--- src/rtl/if_fetch_unit.sv ---
// if_fetch_unit: instruction-fetch stage owning the PC, imem req/gnt/rvalid fetch, valid/ready decode hand-off.
// Optional IF_PERF_CNT_EN adds a saturating stall_cnt output.
module if_fetch_unit #(
    parameter logic [31:2] RESET_PC = 30'h0000_0C00
) (
    input  logic        clk,
    input  logic        rst,
    output logic [31:2] pc,
    input  logic [31:2] npc,
    output logic        imem_req,
    output logic [31:2] imem_addr,
    input  logic        imem_gnt,
    input  logic        imem_rvalid,
    input  logic [31:0] imem_rdata,
    output logic        inst_valid,
    output logic [31:0] inst,
    output logic [31:2] inst_pc,
    input  logic        inst_ready,
    input  logic        flush,
    input  logic [31:2] flush_pc
`ifdef IF_PERF_CNT_EN
    ,
    output logic [31:0] stall_cnt
`endif
);
    typedef enum logic [2:0] {S_IDLE, S_REQ, S_WAIT, S_HOLD, S_DRAIN} state_t;

    state_t      state_q, state_d;
    logic [31:2] pc_q, pc_d;
    logic [31:0] inst_q, inst_d;
    logic [31:2] inst_pc_q, inst_pc_d;

    assign pc         = pc_q;
    assign imem_addr  = pc_q;
    assign imem_req   = state_q == S_REQ;
    assign inst_valid = state_q == S_HOLD;
    assign inst       = inst_q;
    assign inst_pc    = inst_pc_q;

    always_comb begin
        state_d   = state_q;
        pc_d      = pc_q;
        inst_d    = inst_q;
        inst_pc_d = inst_pc_q;
        if (flush) begin
            pc_d = flush_pc;
            case (state_q)
                S_REQ:   state_d = imem_gnt ? S_DRAIN : S_REQ;
                S_WAIT:  state_d = imem_rvalid ? S_REQ : S_DRAIN;
                S_DRAIN: state_d = S_DRAIN;
                default: state_d = S_REQ;
            endcase
        end else begin
            case (state_q)
                S_IDLE:  state_d = S_REQ;
                S_REQ:   state_d = imem_gnt ? S_WAIT : S_REQ;
                S_WAIT: begin
                    if (imem_rvalid) begin
                        inst_d    = imem_rdata;
                        inst_pc_d = pc_q;
                        state_d   = S_HOLD;
                    end
                end
                S_HOLD: begin
                    if (inst_ready) begin
                        pc_d    = npc;
                        state_d = S_REQ;
                    end
                end
                S_DRAIN: state_d = imem_rvalid ? S_REQ : S_DRAIN;
                default: state_d = S_IDLE;
            endcase
        end
    end

    always_ff @(posedge clk) begin
        if (rst) begin
            state_q   <= S_IDLE;
            pc_q      <= RESET_PC;
            inst_q    <= '0;
            inst_pc_q <= RESET_PC;
        end else begin
            state_q   <= state_d;
            pc_q      <= pc_d;
            inst_q    <= inst_d;
            inst_pc_q <= inst_pc_d;
        end
    end

`ifdef IF_PERF_CNT_EN
    logic [31:0] stall_cnt_q, stall_cnt_d;
    logic        stall;

    assign stall = (state_q == S_REQ && !imem_gnt) || (state_q == S_WAIT && !imem_rvalid) ||
                   (state_q == S_HOLD && !inst_ready) || state_q == S_DRAIN;
    assign stall_cnt = stall_cnt_q;

    always_comb begin
        stall_cnt_d = (stall && stall_cnt_q != 32'hFFFF_FFFF) ? stall_cnt_q + 32'd1 : stall_cnt_q;
    end

    always_ff @(posedge clk) begin
        if (rst) stall_cnt_q <= '0;
        else     stall_cnt_q <= stall_cnt_d;
    end
`endif
endmodule

--- config.mk ---
export PLATFORM = sky130hd
export DESIGN_NAME = if_fetch_unit
export DESIGN_NICKNAME = d
export VERILOG_FILES = /design/src/rtl/if_fetch_unit.sv
export SDC_FILE = /design/constraint.sdc
export NUM_CORES = 1
export LEC_CHECK = 0
export BUFFER_PORTS_ARGS = -buffer_cell sky130_fd_sc_hd__buf_2
export CAP_MARGIN = 20
export CORE_MARGIN = 4
export CORE_UTILIZATION = 29
export CTS_CLUSTER_DIAMETER = 120
export DETAILED_ROUTE_END_ITERATION = 12
export PLACE_DENSITY = 0.63
export SLEW_MARGIN = 10
export SYNTH_ARGS = -nofsm -noshare
export SYNTH_HDL_FRONTEND = slang
export SYNTH_SLANG_ARGS = --single-unit
export TNS_END_PERCENT = 10
--- constraint.sdc ---
create_clock -name clk -period 1.4 [get_ports clk]
set_input_delay 0.14 -clock clk [delete_from_list [all_inputs] [get_ports clk]]
set_output_delay 0.14 -clock clk [all_outputs]
set_load 0.02 [all_outputs]
==> After elaboration in Yosys (flattened, before gate mapping) <==
Index checks and enable logic that the tools add are counted.
{ "totals": {"register_bits": 95, "in_bits": 98, "output_inout_bits": 124, "elab_cells": 28} }
{ "classes": {"n_eq_ne": 6, "muxes": 11, "bitwise_logic": 1, "n_reduce_logical": 6} }
{ "op_table": {"columns": ["operator", "n"], "rows": [
  ["30-bit 2-to-1 mux", 3],
  ["3-bit 2-to-1 mux", 5],
  ["3-bit case mux with 5 select lines", 1],
  ["3-bit case mux with 3 select lines", 1],
  ["3-bit by 2-bit == test with 1-bit output (second input constant)", 2],
  ["2-bit AND reduction", 2],
  ["2-bit nonzero test", 2],
  ["3-bit by 1-bit == test with 1-bit output (second input constant)", 1],
  ["3-bit == test (second input constant)", 1],
  ["3-bit zero test", 1],
  ["3-bit by 1-bit inequality test with 1-bit output (second input constant)", 1],
  ["3-bit inequality test (second input constant)", 1],
  ["3-bit AND reduction", 1],
  ["2-bit 2-to-1 mux", 1],
  ["1-bit inverter", 1]
]} }

==> Logic depth before layout (Yosys ltp) <==
{ "logic_depth": {"depth_word": 3, "mapped_depth": 7} }

==> Worst setup path after synthesis <==
Ideal clock, no wire load.
{ "synth_timing": {"kind": "flip-flop to flip-flop", "from": "reg state_q[0]", "to": "reg inst_pc_q, in the netlist inst_pc[10]", "setup_ns": 0.071, "arrival_ns": 1.270, "t_required_ns": 1.329, "path_slack_ns": 0.060, "stages_incl_launch_ff": 7, "path_buffers": 2, "period_less_slack_ns": 1.340, "path_cell_list": "dfxtp_1 -> buf_6 -> nand2b_4 -> nor3_4 -> buf_6 -> nand2_1 -> a21oi_2"} }
{ "synth_via": {"elab_chain_len": 2} }
{ "synth_rtl": {"columns": ["item", "line_no", "text"], "rows": [
  ["start, declared", "28", "state_t state_q, state_d;"],
  ["start signal, assigned", "83", "state_q <= state_d;"],
  ["3-bit by 2-bit == test with 1-bit output", "54", "case (state_q)"],
  ["3-bit AND reduction (no source line)", null, null],
  ["end signal, assigned", "86", "inst_pc_q <= inst_pc_d;"],
  ["end, declared", "31", "logic [31:2] inst_pc_q, inst_pc_d;"]
]} }
Every way passes these cells.
A chain may end at the register's enable or synchronous reset.

==> Worst setup path after layout <==
{ "layout_timing": {"from": "reg state_q[0]", "to": "out imem_req"} }
{ "layout_via": {"elab_chain_len": 1} }
{ "layout_rtl": {"columns": ["item", "line_no", "text"], "rows": [
  ["3-bit by 1-bit == test with 1-bit output", "35", "assign imem_req = state_q == S_REQ;"],
  ["end, declared", "10", "output logic imem_req,"]
]} }
Every way passes these cells.

==> impl_summary.md <==
Power and ir drop
The share of power burned in combinational logic is 15.8%. The worst-case IR drop observed on VDD is 0.6792 mV. The part of the power in registers is 44.9%. Total power for the finished layout comes to between 6 and 7 mW. The analysis attributes to cell leakage a power of 2.672 nW. The clock network power share is 39.3%. The internal power is between 4 and 5 mW. Net switching is between 20% and 30% of the power. The power density over the cells is 1093 mW/mm2. The reported net switching power is about 1.7 mW.

Setup path
The endpoint of the most critical register-to-register path is state_q[0]. The critical path ends at imem_req. By startpoint and endpoint, the worst setup path is classified as reg2out.

At the worst endpoint, the required time is around 1.3 ns. For the worst setup path, the data arrival time is 1.24 ns. The number of cell instances on the worst register-to-register path is 5.

The most critical setup path has its startpoint at state_q[0]. The type of origin of the critical path is a register. The peak fanout along the critical path is 4.

For flop-to-flop paths, the worst setup slack is 0.06 ns. The capturing element type of the critical path is an output port. The startpoint identified for the worst register-to-register timing path is state_q[2].

Yosys
In the post-synthesis netlist, the biggest area contributors are sky130_fd_sc_hd__dfxtp_1 46%, sky130_fd_sc_hd__nand2_1 11%, sky130_fd_sc_hd__mux2i_1 7.3%. The synthesized flop and latch total is 95. The number of nets produced by synthesis is between 500 and 600. The number of standard cells after synthesis is around 480. The mapped netlist covers 0.004136 mm2. After synthesis, the mean cell area works out to 8.672 um2. The biggest area contributor in the post-synthesis netlist is sky130_fd_sc_hd__dfxtp_1.

The area share of the largest cell type after synthesis is 45.98%. The warning count from the yosys run is 0. The count of unique library cells instantiated by Yosys is 31. The sequential-to-total area share from yosys stat is about 46%.

Drt
The final routed wire length divided by cell count is between 15 and 20 um. The count of vias placed by the detailed router is approximately 4000. Using the TritonRoute via totals, the vias-per-cell ratio works out to ~4.6. The first detailed-routing pass took 4 iterations. After detailed routing, the number of remaining DRC violations is 0. The routed design has 13.44 mm of wire. For this block, the initial DRC count from the detailed router was 140.

The antenna violation net count after detailed routing is 0.

Timing
Across all setup checks in the final design, the least slack found is around 0.020 ns. Hold timing on the final database bottoms out at a slack of about 0.033 ns. For the pin with the worst max-slew slack, the measured transition is between 0.3 and 0.4 ns. The number of max-slew violations in the final report is 0.

Setup violations remaining at the end of the flow were counted as 0. The worst slew margin relative to its limit is between 70% and 80%. Setup repair after global routing could not meet its margin everywhere. The minimum clock period is ~1.4 ns. The setup TNS is 0 ns.

Of the available clock period, the critical path in the final layout requires roughly 99%. The maximum clock frequency is 0.7247 GHz. The hold violation total from the final report is 0.

The clock arrives with about 0.0064 ns of skew.

Final layout
The count of cells in the finished layout, fillers not included, comes to 856. At the end of the flow the core is filled with cells to a little over two fifths. Summing all non-filler instances in the final layout gives an area of a little under 0.006 mm2. Leaving out fill and tap cells, the most frequent cell in the layout is sky130_fd_sc_hd__buf_2. 0 antenna diodes ended up in the layout.

In the layout the commonest cells are 218 x sky130_fd_sc_hd__buf_2, 124 x sky130_fd_sc_hd__nand2_1, 92 x sky130_fd_sc_hd__dfxtp_1. Of the cells placed in the final design, the portion with a size suffix greater than 1 is between 40 and 50%. From synthesis to final layout, the design area changed by 42.14%.

The net count of the finished layout is a little under 800.

Floorplanning
The initialized floorplan defines between 40 and 50 standard-cell rows. The chip width is 127.4 um. about 220 I/O pins were placed. The area of the core region is 0.01393 mm2. The die footprint is 0.01624 mm2. The initial cell density of the core is a little under 30%. The die span in y is 127.4 um.

Placement
The detailed placer's ending HPWL is 9.002 mm. At the end of routability-driven placement, the weighted congestion stood at between 0.7 and 0.8. The post-placement cell count is 829.

During placement, the flow inserted port buffers numbering ~220. Timing analysis after detailed placement gives a worst setup slack of between 0.01 and 0.015 ns. Once placement finished, the instance area stood at roughly 0.0052 mm2.

Run status
The run finished with clean final reports.

Hold path
The tightest min-delay check is of the in2reg type.

CTS
The root buffer cell chosen for the clock tree is sky130_fd_sc_hd__clkbuf_16. No sink is reached through more buffers than the 2 on the longest clock path. The insertion delay of the later-clocked pin in the worst-skew pair is 0.35 ns. After clock tree synthesis, the clock-pin slew on the worst setup and hold paths is around 0.070 ns. The TritonCTS clock tree is yes. The CTS buffer count is 9. The tree built by TritonCTS fans out to between 90 and 100 sinks. The H-tree depth is 3.

GRT
The number of antenna violations at the first check in global routing is 0. Summed over all layers, the global routing overflow is 0. The global-route total usage across every layer is 14.83%. The pin count of the biggest net entering global routing is roughly 50. The first global-routing pass estimated about 19 mm of wire.

The number of global-route vias before repair is approximately 3700.

Job
Across the run, the number of max-cap violations was 0.
## worst min path at each step
stage | from | end | cells after the start
floorplan | imem_rdata[31] | inst[31] | 2
global placement | imem_rdata[18] | inst[18] | 3
detailed placement | imem_rdata[2] | inst[2] | 3
CTS | imem_rdata[2] | inst[2] | 3
global route | imem_rdata[2] | inst[2] | 3
finish | imem_rdata[5] | inst[5] | 3
## registers in the layout, indices dropped and copies added (netlist names)
signal     flops
imem_addr     30
inst_pc       30
inst          32
state_q        3
## worst max-delay path, cell delays in order, from the launching register on
cell and delay [ns]:
sky130_fd_sc_hd__dfxtp_2 0.35, sky130_fd_sc_hd__nor2b_4 0.17, sky130_fd_sc_hd__buf_6 0.12, sky130_fd_sc_hd__nor2b_4 0.13, sky130_fd_sc_hd__buf_6 0.12
## Yosys cell counts, drive strengths merged
library cell and number:
a211oi 30, clkbuf 10, a31o 1, o22ai 1, o211ai 2, nand3b 3
nor2b 3, and2 1, buf 57, xnor2 1, o21bai 1, nand2b 8
nor2 30, a31oi 1, nor3 1, a21oi 65, nor3b 1, dfxtp 95
mux2 3, nand3 2, inv 2, nand2 126, mux2i 30, nor4b 2
o221ai 1
## cell type report
cell class                 count  area [um2]
inverter                       2       7.507
tap                          180       225.2
multi-input combinational    313        1916
fill                        1419        8055
timing repair buffer         250        1514
clock inverter                 5       56.30
clock buffer                  11       252.7
sequential                    95        1908
## kinds of logic after synthesis
| group | after synthesis | share of synthesized area (%) |
|---|---|---|
| XOR/XNOR | 1 | 0.2118 |
| flip-flops | 95 | 45.98 |
| AO/OA/AOI/OAI | 102 | 16.85 |
| AND/OR/NAND/NOR | 177 | 18.00 |
| multiplexers | 33 | 8.076 |
| buffers and inverters | 69 | 10.89 |
## what timing repair did
action                                  in CTS  in global routing
hold buffers                                 0                  0
gates cloned                                 0                  6
setup buffers                                1                  4
resized for setup                            7                 35
pin swaps                                    0                  5
endpoints found under the setup margin       2                 88
## power by group through the flow
stage / logic (mW) / registers (mW) / clock network (mW)
after floorplan: 0.528 / 3.02 / 0
after global placement: 0.926 / 2.95 / 0
after detailed placement: 0.927 / 2.95 / 0
after CTS: 0.943 / 2.89 / 2.62
after global routing: 1.10 / 2.90 / 2.72
final: 1.01 / 2.89 / 2.53
## per-layer routing
| metal | wire [um] | vias to the layer above | GRT usage, % |
|---|---|---|---|
| met1 | 5691 | 1806 | 18.80 |
| met3 | 1055 | 19 | 4.640 |
| li1 | - | 1948 | - |
| met5 | 0 | - | 0 |
| met4 | 208 | 0 | 4.606 |
| met2 | 6483 | 170 | 24.13 |
Note: power is estimated with default switching activity, not from simulation.
